## src/rtl/clk_display_mux.sv

```systemverilog
// clk_display_mux: converts binary minutes/seconds to BCD by double-dabble and
// scans them onto a 4-digit active-low seven-segment display.
module clk_display_mux #(
   parameter int REFRESH_DIV = 100000
) (
   input  logic       clk,
   input  logic       reset,
   input  logic [5:0] seconds_in,
   input  logic [5:0] minutes_in,
   output logic [6:0] seg_out,
   output logic [3:0] an_out,
   output logic       dp_out,
   output logic       conv_busy
);
   localparam int CW = $clog2(REFRESH_DIV);
   typedef enum logic [1:0] {IDLE, SHIFT, LOAD} state_t;
   state_t state_q, state_d;
   logic [5:0] sec_q, min_q;
   logic [11:0] last_conv_q, last_conv_d;
   logic [13:0] ss_q, ss_d, ms_q, ms_d;
   logic [2:0] it_q, it_d;
   logic [3:0][3:0] dig_q, dig_d;
   logic [CW-1:0] cnt_q, cnt_d;
   logic [1:0] idx_q, idx_d;
   logic [6:0] seg_d;
   logic [3:0] an_d;
   logic dp_d;
   logic wrap;
   // shift word is {tens, ones, binary}; one adjust-then-shift iteration
   function automatic logic [13:0] dabble(input logic [13:0] v);
      logic [3:0] t, o;
      t = v[13:10] >= 4'd5 ? v[13:10] + 4'd3 : v[13:10];
      o = v[9:6] >= 4'd5 ? v[9:6] + 4'd3 : v[9:6];
      return {t, o, v[5:0]} << 1;
   endfunction
   function automatic logic [6:0] enc(input logic [3:0] d);
      case (d)
         4'd0: return 7'b1000000;
         4'd1: return 7'b1111001;
         4'd2: return 7'b0100100;
         4'd3: return 7'b0110000;
         4'd4: return 7'b0011001;
         4'd5: return 7'b0010010;
         4'd6: return 7'b0000010;
         4'd7: return 7'b1111000;
         4'd8: return 7'b0000000;
         4'd9: return 7'b0010000;
         default: return 7'b1111111;
      endcase
   endfunction
   always_ff @(posedge clk) begin
      if (reset) begin
         state_q     <= IDLE;
         sec_q       <= '0;
         min_q       <= '0;
         last_conv_q <= '0;
         ss_q        <= '0;
         ms_q        <= '0;
         it_q        <= '0;
         dig_q       <= '0;
         cnt_q       <= '0;
         idx_q       <= '0;
         seg_out     <= 7'b1111111;
         an_out      <= 4'b1111;
         dp_out      <= 1'b1;
      end else begin
         state_q     <= state_d;
         sec_q       <= seconds_in;
         min_q       <= minutes_in;
         last_conv_q <= last_conv_d;
         ss_q        <= ss_d;
         ms_q        <= ms_d;
         it_q        <= it_d;
         dig_q       <= dig_d;
         cnt_q       <= cnt_d;
         idx_q       <= idx_d;
         seg_out     <= seg_d;
         an_out      <= an_d;
         dp_out      <= dp_d;
      end
   end
   always_comb begin
      state_d     = state_q;
      last_conv_d = last_conv_q;
      ss_d        = ss_q;
      ms_d        = ms_q;
      it_d        = it_q;
      dig_d       = dig_q;
      case (state_q)
         IDLE: if ({min_q, sec_q} != last_conv_q) begin
            last_conv_d = {min_q, sec_q};
            ss_d        = {8'd0, sec_q};
            ms_d        = {8'd0, min_q};
            it_d        = '0;
            state_d     = SHIFT;
         end
         SHIFT: begin
            ss_d    = dabble(ss_q);
            ms_d    = dabble(ms_q);
            it_d    = it_q + 3'd1;
            state_d = it_q == 3'd5 ? LOAD : SHIFT;
         end
         LOAD: begin
            dig_d   = {ms_q[13:10], ms_q[9:6], ss_q[13:10], ss_q[9:6]};
            state_d = IDLE;
         end
         default: state_d = IDLE;
      endcase
   end
   always_comb begin
      conv_busy = state_q != IDLE;
      wrap      = cnt_q == CW'(REFRESH_DIV - 1);
      cnt_d     = wrap ? '0 : cnt_q + CW'(1);
      idx_d     = wrap ? idx_q + 2'd1 : idx_q;
      seg_d     = enc(dig_q[idx_q]);
      an_d      = ~(4'b0001 << idx_q);
      dp_d      = idx_q != 2'd2;
   end
endmodule

```

## config.mk

```make
export PLATFORM = sky130hd
export DESIGN_NAME = clk_display_mux
export DESIGN_NICKNAME = d
export VERILOG_FILES = /design/src/rtl/clk_display_mux.sv
export SDC_FILE = /design/constraint.sdc
export NUM_CORES = 1
export LEC_CHECK = 0
export CAP_MARGIN = 10
export CORE_UTILIZATION = 45
export CTS_CLUSTER_SIZE = 12
export DETAILED_ROUTE_END_ITERATION = 16
export PLACE_DENSITY_LB_ADDON = 0.2
export SLEW_MARGIN = 20
export SYNTH_ARGS = -nofsm -noshare
export SYNTH_HDL_FRONTEND = slang
export SYNTH_SLANG_ARGS = --single-unit
```

## constraint.sdc

```tcl
create_clock -name clk -period 3.3 [get_ports clk]
set_input_delay 0.825 -clock clk [delete_from_list [all_inputs] [get_ports clk]]
set_output_delay 0.825 -clock clk [all_outputs]
set_load 0.01 [all_outputs]
```

; ---- Word level (Yosys, flattened, before mapping)
; Memory sizes are Yosys's and may differ from the RTL's. A register that Yosys moved wholly into a read port is not among the register bits.
; Index checks and enable logic that the tools add are counted.
; Widths: inputs -> output; s select.
[op_classes]
add_sub_neg = 7
n_mul = 0
div_mod_pow = 0
order_cmp = 5
n_eq_ne = 7
shift = 1
muxes = 15
bitwise = 1
n_reduce_logical = 6
[op_table]
columns = cell, n
row1 = $pmux 14 s2, 2
row2 = $mux 14, 2
row3 = $add 17x1->17 const B, 1
row4 = $eq 17x17->1 const B, 1
row5 = $ge 4x3->1 const B, 4
row6 = $mux 4, 3
row7 = $ne 12x12->1, 1
row8 = $mux 3, 3
row9 = $add 4x2->4 const B, 2
row10 = $bmux 4 s2, 1
row11 = $add 3x2->3 const B, 2
row12 = $pmux 3 s2, 1
row13 = $mux 2, 2
row14 = $ne 2x2->1 const B, 2
row15 = $not 4->4, 1
row16 = $pmux 2 s2, 1
row17 = $reduce_and 2->1, 2
row18 = $reduce_bool 2->1, 2
row19 = $shl 1x2->4 const A, 1
row20 = $add 3x1->3 const B, 1
row21 = $eq 3x3->1 const B, 1
row22 = $lt 2x3->1 const B, 1
row23 = $add 2x1->2 const B, 1
row24 = $eq 2x1->1 const B, 1
row25 = 3 further kinds, 3
[word_totals]
ff_bits = 97
latchBits = 0
ram_bits = 0
rom_bits = 112
input_bits = 14
out_inout_bits = 13
elab_cells = 58
n_memories = 1
[mem_list]
columns = memory, words, width, rd, rd_clocked_by_memory_dff, wr, line
row1 = (name not given), 16, 7, 1, 1, 0, 37  ; case (d)

; ---- Longest topological paths before layout
; Gate-level depths: netlist of run 1.
[depth]
ltp_word = 3
ltp_mapped = 7
ltp_nobuf = 7

; ---- Least setup slack after synthesis of run 1
; OpenSTA, ideal clock, no wires.
[synth_timing]
path_type = register to output
from = reg state_q[0]
to = out conv_busy
t_arrival_ns = 1.010
required_time_ns = 2.475
slack_ns = 1.465
path_stages_with_launch = 5
path_buffers = 2
cell_sequence = dfxtp_1 -> buf_2 -> nor2_1 -> inv_1 -> clkbuf_1
[synth_between]
elab_chain_cells = 1
[synth_lines]
columns = element, line
row1 = "start, declared", 17  ; state_t state_q, state_d;
row2 = "start signal, assigned", 67  ; state_q <= state_d;
row3 = $reduce_bool 2->1, 111  ; conv_busy = state_q != IDLE;
row4 = "end, declared", 13  ; output logic conv_busy
; No other way between the ends.

; ---- Final worst setup path of run 1
[layout_timing]
from = reg state_q[1]
to = out conv_busy
; The elaborated chain is that of the path after synthesis.

==> results.md, run 1 <==
- Status: completed
- Vias per cell: 5.23
- Worst r2r src: state_q[0]
- Top cell type's share of synthesized area: 0.451
- Drt first pass iters: 4
- GRT Max-Usage Layer: met2
- Final setup fails: 0
- Worst Setup End Kind: output port
- Root Driver: clkbuf_8
- Worst-margin pin slew: 970 ps
- Final worst-path cycle share: 0.830
- Mapped cell area: 0.00457 mm2
- Initial core utilization: 0.466
- CP startpoint kind: flop
- First-pass GRT wire length: 15,000 um
- Total Wirelength: 8750 um
- DIE WIDTH: 103 um
- I/O Buffers: 26
- Total die area: 0.0106 mm2
- Post CTS Setup Buffer Count: 0
- Total core area: 0.00982 mm2
- Fin crit period: 2740 ps
- Avg WL per Cell: 13.3 um
- Int Pwr: 1.64 mW
- Critical-path maximum fanout: 13
- HPWL Detailed: 6050 um
- Antenna cell count: 0
- Post-cts gate resize count: 0
- Total gr overflow: 0
- DRC viols: 0
- Seq/Total Area, Yosys: 0.451
- Sequential fraction of design power: 0.596
- NetSw: 559 uW
- Maximum buffer depth of the clock tree: 2
- H-tree depth: 3
- Pwr dens: 433 mW/mm2
- CTS Buf Count: 9
- Filler instances: 977
- Routing usage on met1: 0.235
- Total GRT Usage: 0.182
- Vias: 3,434
- Post-DRT Antenna Nets: 0
- Setup TNS Final: 0 ps
- Warnings, synthesis: 0
- Clock sink count: 103
- Syn Area/Cell: 9.15 um2
- Slew headroom: 0.351
- Skew-Pair Late Insertion Delay: 370 ps
- Vias in the first global route: 3,184
- Final #Nets: 552
- Worst Setup Slack, final: 562 ps
- FF+latch count, synth: 103
- Top post-synthesis cells by area: dfxtp_1, xnor2_1, ha_1
- Skew final: 12.0 ps
- Worst vdd ir: 0.000182 V
- Area Overhead vs Synth: 10.9%
- Clock Power Share: 0.326
- Logic pwr share: 0.077
- Die H: 103 um
- Initial antenna violation count: 0
- Hold Buf Count CTS: 0
- Crit Path Category: reg2out
- Max_cap viols: 0
- Hold path start: dig_q[9]
- Syn Nets: 534
- Sw Share: 0.254
- CTS tree: built
- Final number of hold-violating endpoints: 0
- Synth area leader: dfxtp_1
- Largest net degree at the start of global routing: 76
- CP startpoint: state_q[1]
- Leak: 1.77 nW
- CP Data Required Time: 2470 ps
- RSZ-0062 raised after global routing: false
- Place WS: 958 ps
- Routability cong.: 0.745
- Hold WC Path Type: reg2reg
- Ports: 27
- Met3 usage: 0.0312
- Final Max Slew Viols: 0
- Layout cells sized above 1: 0.0975
- Met2 usage in global routing: 0.299
- Synth cell types: 42
- Row Count: 36
- Arr. time, crit path: 1910 ps
- Gate Count Post-Synth: 500
- Fmax: 0.365 GHz
- DRT iter0 DRCs: 99
- Clock transition at path regs: 100 ps
[layout make-up]
class,instances,area (um2),area share
clock inverter,6,46.3,0.00913
multi-input combinational,349,2280,0.450
tap,133,166,0.0328
timing repair buffer,32,300,0.0592
inverter,23,86.3,0.0170
sequential,103,2060,0.407
clock buffer,10,128,0.0252
[sequential cells by signal (all words and copies together) (netlist names)]
register	cells
idx_q	2
it_q	3
seg_out	7
cnt_q	17
an_out	4
last_conv_q	12
ms_q	14
dig_q	16
ss_q	14
state_q	2
min_q	6
sec_q	6
[synthesized netlist by cell type]
cell type	count
and3_1	3
o21ai_0	16
o21ai_1	3
o32ai_1	1
buf_1	2
inv_2	1
dfxtp_1	103
clkinv_1	1
buf_4	2
and2b_1	1
mux4_2	4
clkbuf_1	13
nor4_1	2
o221a_2	5
o21a_1	1
xnor2_1	29
o32ai_2	10
xor2_1	8
nand2_1	63
nor3_1	7
or2_2	5
nor2b_1	13
or3_1	3
nor2_1	41
o22ai_1	7
o31ai_1	4
nor3_2	1
buf_2	3
nor2_4	1
a21oi_2	1
a31oi_1	5
inv_1	21
a211oi_1	9
nor3b_1	2
nand2_4	1
nand3_1	24
a21oi_1	42
buf_6	5
ha_1	20
nand4_1	5
mux2i_1	7
nand2b_1	5
[kinds of logic (layout without fill, tap and decap cells)]
kind of cell | Yosys count | after routing | synth area share
and+or+nand+nor | 177 | 177 | 0.181
AOI/OAI and AO/OA | 104 | 104 | 0.158
DFF | 103 | 103 | 0.451
buffers and inverters | 48 | 71 | 0.0501
xor gates and xnor gates | 37 | 37 | 0.0709
adders and majority gates | 20 | 20 | 0.0547
muxes | 11 | 11 | 0.0350
[worst max-delay path, stage by stage, from the launching register on]
cell             delay [ps]
dfxtp_1                 520
nor2_1                  120
inv_1                   300
clkdlybuf4s50_1         610
[final timing paths]
check	end	slack (ps)	cells past startpoint
setup / recovery	conv_busy	560	3
hold / removal	dig_q[9]	450	2
setup reg to reg	ss_q[13]	1280	4
hold reg to reg	dig_q[9]	450	2
[cells in the final DEF (no fill, tap or decap), types with 2 or more instances in the layout]
cell type	count
or2_2	5
nor2b_1	13
o221a_2	5
o21ai_0	16
clkinv_4	2
nor2_1	41
ha_1	20
o22ai_1	7
mux2i_1	7
a31oi_1	5
nand4_1	5
and3_1	3
xnor2_1	29
nand2b_1	5
xor2_1	8
a211oi_1	9
nor4_1	2
nand3_1	24
dfxtp_1	103
clkbuf_8	9
o32ai_2	10
o21ai_1	3
or3_1	3
clkinvlp_4	2
o31ai_1	4
mux4_2	4
clkdlybuf4s50_1	25
nor3_1	7
inv_1	21
buf_4	6
nand2_1	63
a21oi_1	42
nor3b_1	2
[power groups by stage]
stage	combinational (mW)	clock, mW	sequential [mW]
after floorplan	0.118	0	1.33
after global placement	0.167	0	1.34
after detailed placement	0.171	0	1.34
after CTS	0.171	0.737	1.31
after global routing	0.190	0.787	1.32
final	0.170	0.716	1.31
[layer usage]
layer	part of all wire	vias up
met5	0	-
met4	0.023	0
met3	0.027	16
met2	0.47	49
met1	0.48	1624
li1	-	1745
[stage by stage]
step           cells  total power, mW   util  hold WS (ps)  area, um2
6_report         656             2.20  0.516           455       5070
5_1_grt          656             2.29  0.516           476       5070
4_1_cts          656             2.22  0.516           457       5070
3_5_place_dp     640             1.51  0.499           444       4900
3_3_place_gp     640             1.50  0.499           433       4900
2_1_floorplan    500             1.45      -           418       4570
(Power assumes the default switching activity.)
==> run 2: changes to the inputs <==
==> constraint.sdc (replaced) <==
create_clock -name clk -period 2.3 [get_ports clk]
set_input_delay 0.575 -clock clk [delete_from_list [all_inputs] [get_ports clk]]
set_output_delay 0.575 -clock clk [all_outputs]
set_load 0.01 [all_outputs]
==> run 2 against run 1 <==
Net effect: cell count rose by 1.1%; global-route usage increased by 0.36 points; critical path type unchanged; hold slack gained 3.5 ps; sequential share of layout area shrank 0.56 points; flip-flop and latch count stayed put; power up 46%; final area grew 1.4%; first-iteration DRC count up 100%.
==> results.md, run 2 (synthesis gave the netlist of run 1 again) <==
- Total GRT Usage: 0.186 (+0.00356)
- Final Max Slew Viols: 0 (unchanged)
- First-pass GRT wire length: 15,200 um (+0.97%)
- Clock transition at path regs: 100 ps (about the same)
- CTS tree: built
- Worst vdd ir: 0.000265 V (+46%)
- Post CTS Setup Buffer Count: 0 (unchanged)
- Commonest non-fill, non-tap cell in the layout: dfxtp_1
- Worst-case reg-to-reg path depth: 5 (+1)
- Fin area: 0.00514 mm2 (+1.4%)
- Skew final: 15.4 ps (+3.33 ps)
- Ports: 27 (unchanged)
- Leak: 1.82 nW (+2.9%)
- DRC viols: 0 (unchanged)
- Pwr dens: 622 mW/mm2 (+44%)
- Row Count: 36 (unchanged)
- Final setup fails: 0 (unchanged)
- Vias in the first global route: 3,166 (-0.57%)
- Post-DRT Antenna Nets: 0 (unchanged)
- Post-cts gate resize count: 0 (unchanged)
- DRT iter0 DRCs: 201 (+100%)
- Max_cap viols: 0 (unchanged)
- Initial core utilization: 0.466 (unchanged)
- Critical-path maximum fanout: 2 (-11)
- Top register by number of flip-flops: cnt_q
- Fmax: 0.479 GHz
- WHS Path Cells: 2 (unchanged)
- Crit Path Category: reg2out
- Biggest regs: cnt_q (17), dig_q (16)
- Area Overhead vs Synth: 12.4%
- Setup TNS Final: 0 ps (unchanged)
- H-tree depth: 3 (unchanged)
- Fin crit period: 2090 ps
- Most frequent cells in the layout: dfxtp_1, nand2_1, a21oi_1, nor2_1, xnor2_1
- Placed inst area: 0.00496 mm2 (+1.3%)
- Clock sink count: 103 (unchanged)
- Worst Setup End Kind: output port
- Slew headroom: 0.475 (+0.124)
- Vias: 3,466 (+0.93%)
- Final #Nets: 559 (+1.3%)
- Die H: 103 um (unchanged)
- I/O Buffers: 26 (unchanged)
- Max reg flops: 17 (unchanged)
- CTS Buf Count: 9 (unchanged)
- Drt first pass iters: 4 (unchanged)
- Final number of hold-violating endpoints: 0 (unchanged)
- Arr. time, crit path: 1510 ps (-400 ps)
- HPWL Detailed: 6270 um (+3.7%)
- Total die area: 0.0106 mm2 (unchanged)
- Worst-margin pin slew: 788 ps (-182 ps)
- Total Wirelength: 9030 um (+3.1%)
- Total core area: 0.00982 mm2 (unchanged)
- Antenna cell count: 0 (unchanged)
- Hold Buf Count CTS: 0 (unchanged)
- Avg WL per Cell: 13.6 um (+2.0%)
- CP Data Required Time: 1730 ps (-740 ps)
- Layout cells sized above 1: 0.111 (+0.0138)
- Skew-Pair Late Insertion Delay: 370 ps (about the same)
- DIE WIDTH: 103 um (unchanged)
- Initial antenna violation count: 0 (unchanged)
- Maximum buffer depth of the clock tree: 2 (unchanged)
- Hold WC Path Type: reg2reg
- Total gr overflow: 0 (unchanged)
- Largest net degree at the start of global routing: 76 (unchanged)
- Final worst-path cycle share: 0.907
- Status: completed
- Vias per cell: 5.23 (-0.13%)
- Root Driver: clkbuf_8
- CP startpoint kind: flop
- Routability cong.: 0.758 (+1.6%)
- RSZ-0062 raised after global routing: false
run 2: changes by cell type in the layout (fill, tap and decap cells not counted):
cell,before,now
clkinvlp_4,2,0
clkinv_2,1,2
buf_4,6,12
inv_8,0,1
clkbuf_1,1,0
clkinv_4,2,3
buf_12,0,1
run 2: metal layers:
metal	track usage	vias to the layer above	wire length, um
met5	0	-	0
met4	0.0758	0	96
met3	0.0264	8	219
met2	0.303	51	4250
met1	0.247	1643	4460
li1	-	1764	-
run 2: power breakdown:
| group | internal (mW) | total, mW | leakage (nW) | switching, mW |
|---|---|---|---|---|
| combinational | 0.122 | 0.261 | 0.887 | 0.139 |
| clock | 0.408 | 1.06 | 0.0955 | 0.655 |
| sequential | 1.84 | 1.88 | 0.841 | 0.0383 |
| total | 2.37 | 3.20 | 1.82 | 0.833 |
run 2: worst paths after layout:
check	startpoint	slack [ps]	end
max	state_q[1]	210	conv_busy
min	dig_q[11]	460	dig_q[11]
max reg2reg	sec_q[5]	350	ms_q[1]
min reg2reg	dig_q[11]	460	dig_q[11]
run 2: area by class of cell:
type	instances	area (um2)
Clock buffer	9	124
Clock inverter	7	56.3
Fill cell	952	4680
Inverter	23	86.3
Multi-Input combinational cell	349	2280
Sequential cell	103	2060
Tap cell	133	166
Timing Repair Buffer	39	365
run 2: worst max-delay path, cell delays in order, from the launching register on:
cell             delay, ps
dfxtp_1                330
nor2_1                 240
inv_1                  100
clkdlybuf4s50_1        490
run 2: stage by stage:
step	hold slack, ps	instances	util	power [mW]	worst slack, ps
after floorplan	418	500	-	2.08	634
after global placement	430	647	0.505	2.17	409
after detailed placement	442	647	0.505	2.18	350
after CTS	462	663	0.524	3.23	187
after global routing	480	663	0.524	3.34	147
final	459	663	0.524	3.20	214
==> run 3: changes to the inputs <==
--- a/config.mk
+++ b/config.mk
@@ -10,6 +10,7 @@
 export CTS_CLUSTER_SIZE = 12
 export DETAILED_ROUTE_END_ITERATION = 16
 export PLACE_DENSITY_LB_ADDON = 0.2
+export SETUP_SLACK_MARGIN = 0.4
 export SLEW_MARGIN = 20
 export SYNTH_ARGS = -nofsm -noshare
 export SYNTH_HDL_FRONTEND = slang
==> constraint.sdc (replaced) <==
create_clock -name clk -period 2.15 [get_ports clk]
set_input_delay 0.5375 -clock clk [delete_from_list [all_inputs] [get_ports clk]]
set_output_delay 0.5375 -clock clk [all_outputs]
set_load 0.01 [all_outputs]
==> run 3 against run 2 <==
Net effect: power up 5.1%; non-clock buffer count rose by 9; cell count rose by 1.2%; highest routed layer unchanged; largest cell class unchanged; register-to-register slack better by 90 ps; flip-flop and latch count unchanged; largest power group unchanged; routed wire length grew 2.1%.
==> results.md, run 3 (synthesis gave the netlist of run 1 again) <==
- Status: completed
- Skew final: 12.3 ps (-3.05 ps)
- CTS tree: built
- Biggest regs: cnt_q (17), dig_q (16)
- Maximum buffer depth of the clock tree: 2 (unchanged)
- Largest net degree at the start of global routing: 47 (-38%)
- CP Data Required Time: 2430 ps (+700 ps)
- Cell Chain, Critical Path: xnor2_2, nand4_1, or3_4, buf_8, mux2i_1, a211oi_1
- Final number of hold-violating endpoints: 0 (unchanged)
- Total Wirelength: 9210 um (+2.1%)
- Worst vdd ir: 0.000346 V (+30%)
- Arr. time, crit path: 2000 ps (+490 ps)
- Hold WS: 458 ps (-0.654 ps)
- HPWL Detailed: 6390 um (+1.9%)
- Total die area: 0.0106 mm2 (unchanged)
- Vias per cell: 5.17 (-1.0%)
- Vias in the first global route: 3,346 (+5.7%)
- DRC viols: 0 (unchanged)
- CP startpoint: min_q[4]
- Cell family with most CP delay: simple AND/OR/NAND/NOR gates
- Avg WL per Cell: 13.7 um (+0.85%)
- Final setup fails: 0 (unchanged)
- Total power: 3.36 mW (+5.1%)
- DIE WIDTH: 103 um (unchanged)
- Fmax: 0.583 GHz
- Met3 usage: 0.0305 (+0.00407)
- Worst r2r src: min_q[4]
- Hold Buf Count CTS: 0 (unchanged)
- Clock transition at path regs: 100 ps (about the same)
- Total GRT Usage: 0.188 (+0.00212)
- Most frequent cells in the layout: dfxtp_1, nand2_1, a21oi_1, nor2_1, nand3_1
- H-tree depth: 3 (unchanged)
- Setup TNS Final: 0 ps (unchanged)
- Commonest non-fill, non-tap cell in the layout: dfxtp_1
- Skew-Pair Late Insertion Delay: 370 ps (about the same)
- Worst Setup End Kind: flop
- Worst-margin pin slew: 532 ps (-257 ps)
- Met2 usage in global routing: 0.323 (+0.0205)
- Root Driver: clkbuf_8
- Routing usage on met1: 0.234 (-0.0134)
- Max reg flops: 17 (unchanged)
- Critical-path maximum fanout: 7 (+5)
- Drt first pass iters: 4 (unchanged)
- Total core area: 0.00982 mm2 (unchanged)
- Initial core utilization: 0.466 (unchanged)
- Sequential fraction of design power: 0.598 (+0.012)
- Clock Power Share: 0.316 (-0.016)
- Logic pwr share: 0.086 (+0.004)
- Critical Path Sink: ms_q[4]
- CP startpoint kind: flop
- Leak: 1.90 nW (+4.2%)
- I/O Buffers: 26 (unchanged)
- Slew headroom: 0.645 (+0.170)
- Post-DRT Antenna Nets: 0 (unchanged)
- Reg-to-reg setup timing slack: 440 ps (+90 ps)
- Antenna cell count: 0 (unchanged)
- Crit Path Category: reg2reg
- Int Pwr: 2.52 mW (+6.5%)
- CTS Buf Count: 9 (unchanged)
- Final #Nets: 568 (+1.6%)
- Total gr overflow: 0 (unchanged)
- Die H: 103 um (unchanged)
- Final worst-path cycle share: 0.797
- Vias: 3,472 (+0.17%)
- Clock sink count: 103 (unchanged)
- Max_cap viols: 0 (unchanged)
- NetSw: 845 uW (+1.4%)
- Fin crit period: 1710 ps
- Final Max Slew Viols: 0 (unchanged)
- Area Overhead vs Synth: 15.7%
- Number of stages on the worst setup path: 6 (+3)
- RSZ-0062 raised after global routing: true
- GRT Max-Usage Layer: met2
- Buf/Inv on CP: 1 (-1)
- Routability cong.: 0.843 (+11%)
- Top register by number of flip-flops: cnt_q
- Initial antenna violation count: 0 (unchanged)
- Reg2reg end: ms_q[4]
- Crit-path slowest cell: or3_4
- First-pass GRT wire length: 15,400 um (+1.7%)
- Ports: 27 (unchanged)
- Row Count: 36 (unchanged)
- Worst-case reg-to-reg path depth: 6 (+1)
- Hold WC Path Type: reg2reg
- Worst path max stage delay: 450 ps (-40 ps)
- Layout cells sized above 1: 0.171 (+0.0597)
- Pwr dens: 636 mW/mm2 (+2.2%)
- DRT iter0 DRCs: 149 (-26%)
- Sw Share: 0.251 (-0.00924)
## run 3: changes by cell type in the layout (fill, tap and decap cells not counted), moves of 6 or more
cell	change
dfxtp_2	+12
xnor2_2	+6
dfxtp_1	-14
dlygate4sd2_1	+11
buf_4	+8
clkdlybuf4s50_1	-13
xnor2_1	-6
## run 3: area by class of cell
| class | count | area, um2 |
|---|---|---|
| inverters | 23 | 86.3 |
| well taps | 133 | 166 |
| repair buffers | 48 | 420 |
| clock inverters | 5 | 35.0 |
| clock buffers | 10 | 128 |
| multi-input cells | 349 | 2370 |
| flip-flops and latches | 103 | 2080 |
| fillers | 941 | 4530 |
## run 3: how the worst min path moves through the flow
stage | cells after the start | to | start
4_1_cts | 2 | dig_q[12] | dig_q[12]
2_1_floorplan | 1 | cnt_q[0] | cnt_q[0]
3_5_place_dp | 2 | dig_q[12] | dig_q[12]
6_report | 2 | dig_q[12] | dig_q[12]
3_3_place_gp | 1 | cnt_q[0] | cnt_q[0]
5_1_grt | 2 | dig_q[12] | dig_q[12]
## run 3: metrics by stage
stage | setup slack (ps) | instance area [um2] | utilization | cells
3_5_place_dp | 273 | 4980 | 0.507 | 651
3_3_place_gp | 313 | 4980 | 0.507 | 651
4_1_cts | 402 | 5150 | 0.525 | 666
6_report | 435 | 5290 | 0.539 | 671
5_1_grt | 328 | 5290 | 0.539 | 671
2_1_floorplan | 484 | 4570 | - | 500
## run 3: worst register-to-register path: stages (launching register included)
cell and delay (ps):
dfxtp_4 370, xnor2_2 170, nand4_1 180, or3_4 450, buf_8 150, mux2i_1 110, a211oi_1 210
## run 3: power groups by stage
stage | logic (mW) | clock network (mW) | registers [mW]
final | 0.291 | 1.06 | 2.01
after floorplan | 0.181 | 0 | 2.04
after CTS | 0.278 | 1.09 | 2.01
after global placement | 0.277 | 0 | 2.05
after detailed placement | 0.280 | 0 | 2.05
after global routing | 0.321 | 1.17 | 2.02
## run 3: routing by layer
| layer | part of all wire | up-vias |
|---|---|---|
| li1 | - | 1781 |
| met1 | 0.48 | 1639 |
| met2 | 0.48 | 39 |
| met3 | 0.023 | 13 |
| met4 | 0.017 | 0 |
| met5 | 0 | - |
## run 3: what timing repair did
item | CTS | global route
setup endpoints to repair | 47 | 49
pin swaps | 0 | 17
gates resized for setup | 22 | 27
endpoints found under the hold margin | 0 | 0
setup buffers | 0 | 5
==> RTL change 1: new RTL, settings of run 2 <==
Remove the register `seg_out`: a continuous assignment takes its place, so the output `seg_out` follows one clock earlier.
--- a/src/rtl/clk_display_mux.sv
+++ b/src/rtl/clk_display_mux.sv
@@ -61,5 +61,4 @@
          cnt_q       <= '0;
          idx_q       <= '0;
-         seg_out     <= 7'b1111111;
          an_out      <= 4'b1111;
          dp_out      <= 1'b1;
@@ -75,9 +74,10 @@
          cnt_q       <= cnt_d;
          idx_q       <= idx_d;
-         seg_out     <= seg_d;
          an_out      <= an_d;
          dp_out      <= dp_d;
       end
    end
+
+   assign seg_out = seg_d;
    always_comb begin
       state_d     = state_q;
Function: changed (a bounded check fails within 4 cycles, from zero or initial values and one cycle with reset high).
==> RTL change 1 against run 2 <==
  * The run now ends with negative setup slack left
  * Power is 5.5% lower
  * Synthesized cell count fell by 1.8%
  * Largest cell class unchanged
  * Via count is 2.1% lower
  * Routed wire length decreased by 3.7%
  * Synthesized area shrank 5.0%
  * Fmax shrank 17%
  * Critical path type unchanged
  * Sequential power down 7%
  * Final area decreased by 1.7%
  * Hold slack improved by 2.9 ps
  * Sequential cell count shrank 7
  * Setup slack got worse by 440 ps
==> RTL change 1: results (changes against run 2) <==
| Metric | Value |
|---|---|
| Area after DPL | `0.00474 sq mm (-4.4%)` |
| Post-Syn Nets | `525 (-1.7%)` |
| Non-Filler Instances | `652 (-1.7%)` |
| Slew margin rel. | `31.8% (-16 points)` |
| Place WS | `-294 ps (-644 ps)` |
| Setup crit start | `idx_q[0]$_SDFFE_PP0N_` |
| Metal-1 WL | `4.12 mm (-7.6%)` |
| Sequential fraction of the synthesis area | `44.2% (-0.85 points)` |
| RR Endpoint | `cnt_q[14]$_SDFF_PP0_` |
| Critical Path AT | `1950 ps (+440 ps)` |
| Worst Setup EP | `seg_out[0]` |
| Total track usage | `18.5% (-0.037 points)` |
| Slowest CP cell | `mux4_2` |
| Vias in the first global route | `3210 (+1.4%)` |
| Hold EP | `dig_q[14]$_SDFFE_PP0N_` |
| Met3 wire len | `226 microns (+3.2%)` |
| Syn avg cell area | `8.85 sq um (-3.3%)` |
| Final setup violation count | `7 (+7)` |
| Area share of the largest cell type after synthesis | `44.2% (-0.85 points)` |
| Hold Crit Start | `dig_q[14]$_SDFFE_PP0N_` |
| Largest net degree at the start of global routing | `42 (-45%)` |
| Dpl cells | `632 (-2.3%)` |
| Worst setup margin | `-225 ps (-439 ps)` |
| CP peak stage delay | `550 ps (+60 ps)` |
| HPWL after detailed placement | `5.77 mm (-8.0%)` |
| Status | `finished, violations left` |
| Most frequent cells after synthesis | `dfxtp_1, nand2_1, nor2_1` |
| First-pass GRT wire length | `14.9 mm (-1.5%)` |
| Met2 WL | `4.24 mm (-0.21%)` |
| CP top delay family | `multiplexers` |
| Nets | `552 (-1.3%)` |
| FILL cells | `881 (-7.5%)` |
| Vias | `3392 (-2.1%)` |
| Distinct cells, synth | `39 (-7.1%)` |
| Clk_skew | `10.9 ps (-4.47 ps)` |
| GP Congestion | `0.825 (+8.9%)` |
| Failing checks | `negative setup slack` |
| Layout cells sized above 1 | `16.3% (+5.1 points)` |
| Total Wirelength | `8.69 mm (-3.7%)` |
| Reg2Reg Setup Slack | `440 ps (+90 ps)` |
| Max FO, Critical Path | `4 (+2)` |
==> RTL change 1: kinds of logic after synthesis <==
group | after synthesis | share of synthesized area, %
compound gates | 97 | 15.2
xor+xnor | 38 | 7.66
fa+ha+maj | 20 | 5.76
buf+inv | 51 | 5.27
flops | 96 | 44.2
mux | 7 | 2.51
simple gates | 182 | 19.3
==> RTL change 1: worst reg2reg max path: cells and delay by family (launching register included) <==
kind,cells,cell delay (ps)
AND/OR/NAND/NOR,4,970
flip-flops,1,370
adder cells (fa/ha/maj),1,230
XOR/XNOR,1,160
==> RTL change 1: repair_timing <==
action | 4_1_cts | 5_1_grt
resized for setup | 54 | 11
endpoints found under the hold margin | 0 | 0
setup buffers | 3 | 1
pin swaps | 8 | 2
setup endpoints to repair | 7 | 8
hold buffers | 0 | 0
gates cloned | 0 | 0
==> RTL change 1: final cells by class <==
class                           count  area, sq um  share of cell area (%)
Inverter                           21         83.8                    1.66
Timing Repair Buffer               46          398                    7.87
Clock buffer                        9          124                    2.45
Sequential cell                    96         1930                    38.1
Clock inverter                      7         60.1                    1.19
Tap cell                          129          161                    3.19
Multi-Input combinational cell    344         2300                    45.5
==> RTL change 1: where the power goes <==
group / total (mW) / leakage [nW] / internal [mW] / switching, mW
logic: 0.226 / 0.907 / 0.105 / 0.121
registers: 1.75 / 0.784 / 1.71 / 0.0401
clock network: 1.05 / 0.0965 / 0.415 / 0.632
total: 3.02 / 1.79 / 2.23 / 0.793
==> RTL change 1: metal layers <==
metal  global-route usage [%]  vias up
li1                         -     1721
met1                     23.7     1613
met2                     31.7       47
met3                     2.92       11
met4                     6.35        0
met5                        0        -
==> RTL change 2: new RTL, flow settings as in run 2 <==
Made on the original files. The parameter `REFRESH_DIV` goes from 100000 to 50000.
--- a/src/rtl/clk_display_mux.sv
+++ b/src/rtl/clk_display_mux.sv
@@ -2,5 +2,5 @@
 // scans them onto a 4-digit active-low seven-segment display.
 module clk_display_mux #(
-   parameter int REFRESH_DIV = 100000
+   parameter int REFRESH_DIV = 50000
 ) (
    input  logic       clk,
Check against the original RTL: no difference found for any inputs over 10 cycles, from zero or initial values and one cycle with reset high; that may be too few to reach the edited logic, so the function may still have changed.
==> RTL change 2 against run 2 <==
  * Sequential cell count decreased by 1
  * Power is 1.8% higher
  * Setup slack improved by 88 ps
  * Combinational power about the same
  * Routed wire length is 5.9% lower
  * Via count fell by 3.2%
  * Final area shrank 0.15%
  * Synthesized area hardly changed
  * Critical path type unchanged
==> RTL change 2: results (changes against run 2) <==
| Metric | Value |
|---|---|
| Antenna cells | `0 (unchanged)` |
| Main area contributors after synthesis | `dfxtp_1, xnor2_1, ha_1` |
| Setup crit start | `state_q[0]$_SDFFE_PP0P_` |
| Non-Filler Instances | `655 (-1.2%)` |
| Max FO, Critical Path | `4 (+2)` |
| Hold Crit Start | `dig_q[14]$_SDFFE_PP0N_` |
| Total CTS buffers | `9 (unchanged)` |
| Vias in the first global route | `3153 (-0.41%)` |
| Post-Syn Nets | `525 (-1.7%)` |
| GRT met2 Usage | `29.1% (-1.2 points)` |
| Largest net degree at the start of global routing | `41 (-46%)` |
| Layout cells sized above 1 | `12.1% (+0.94 points)` |
| Post-CTS Setup Inserts | `0 (unchanged)` |
| First-pass GRT wire length | `14.5 mm (-4.0%)` |
| CTS root buf | `clkbuf_8` |
| 1st-iter DRT viols | `146 (-27%)` |
| Status | `finished clean` |
| Area after DPL | `0.00494 sq mm (-0.53%)` |
| Port Buffers | `26 (unchanged)` |
| CTS resizes | `0 (unchanged)` |
| M3 GR Usage | `3.86% (+1.2 points)` |
| Via/cell ratio | `5.12 (-2.0%)` |
| GR Layer Usage met1 | `23.0% (-1.7 points)` |
| Peak supply drop | `364 uV (+37%)` |
| Initial antenna violation count | `0 (unchanged)` |
| Distinct cells, synth | `47 (+12%)` |
| Pleak | `1.81 nW (-0.57%)` |
| Clk_lat worst skew | `370 ps (about the same)` |
| Yosys warning total | `0 (unchanged)` |
| CTS H-tree lvls | `3 (unchanged)` |
| Place WS | `379 ps (+28.6 ps)` |
| Reg2reg start | `cnt_q[0]$_SDFF_PP0_` |
| Dpl cells | `639 (-1.2%)` |
| GP Congestion | `0.767 (+1.3%)` |
| Sequential fraction of the synthesis area | `44.7% (-0.41 points)` |
| Most frequent cells after synthesis | `dfxtp_1, nand2_1, a21oi_1, nor2_1, xnor2_1` |
| Ys async rst share | `0% (unchanged)` |
| Clk_skew | `12.6 ps (-2.82 ps)` |
| Antenna viol nets, final | `0 (unchanged)` |
| DR pass1 iterations | `4 (unchanged)` |
| Slew margin rel. | `65.4% (+18 points)` |
| Syn avg cell area | `9.31 sq um (+1.8%)` |
| Hold Path Class | `register to register` |
| Critical Path AT | `1420 ps (-90 ps)` |
| Clock slew seen by the registers of the worst setup and hold paths | `100 ps (about the same)` |
| HPWL after detailed placement | `6.01 mm (-4.1%)` |
| Nets | `551 (-1.4%)` |
| Clock tree buffer depth | `2 (unchanged)` |
| Biggest registers after layout | `cnt_q x16, dig_q x16` |
| Total track usage | `17.6% (-0.97 points)` |
| Routed len/inst | `13.0 microns (-4.8%)` |
## RTL change 2: changes by cell type after synthesis, sizes merged, moves of 2 or more
cell | run 2 | this run
buf | 12 | 14
clkbuf | 13 | 11
nand3 | 24 | 22
o21ai | 19 | 21
nand2 | 64 | 59
nor3 | 8 | 6
o22ai | 7 | 4
nor2 | 42 | 45
## RTL change 2: worst max-delay path, stage by stage (launching register included)
cell and delay [ps]:
dfxtp_1 390, nor2_2 70, inv_1 70, clkdlybuf4s50_1 530
## RTL change 2: final timing paths
path / end / slack [ps] / depth (start not counted)
worst min register to register: dig_q[14]$_SDFFE_PP0N_ / 460 / 2
worst max register to register: cnt_q[5]$_SDFF_PP0_ / 400 / 6
worst max-delay path: conv_busy / 300 / 3
worst min-delay path: dig_q[14]$_SDFFE_PP0N_ / 460 / 2
## RTL change 2: area by class of cell
class | instances | area, sq um
clock inverter | 6 | 71.3
sequential | 102 | 2040
clock buffer | 10 | 128
fill | 979 | 4680
tap | 133 | 166
inverter | 24 | 90.1
timing repair buffer | 40 | 360
multi-input combinational | 340 | 2280
## RTL change 2: cells by family (layout without fill, tap and decap cells)
kind of cell	count (synthesis)	in the layout	synth area share [%]
AND/OR/NAND/NOR	172	172	18.4
flip-flops	102	102	44.7
AO/OA/AOI/OAI	101	101	15.6
buffers and inverters	49	80	5.50
adder cells (fa/ha/maj)	20	20	5.47
multiplexers	10	10	3.29
XOR/XNOR	37	37	7.09
## RTL change 2: layer usage
layer | part of all wire [%] | vias to the layer above
met2 | 46 | 52
met4 | 1.0 | 0
met5 | 0 | -
li1 | - | 1724
met3 | 3.4 | 8
met1 | 50 | 1571
## RTL change 2: where the power goes
group | internal (mW) | total [mW] | switching (mW) | leakage [nW]
Combinational | 0.120 | 0.261 | 0.141 | 0.887
Sequential | 1.82 | 1.86 | 0.0388 | 0.833
Clock | 0.511 | 1.14 | 0.625 | 0.0931
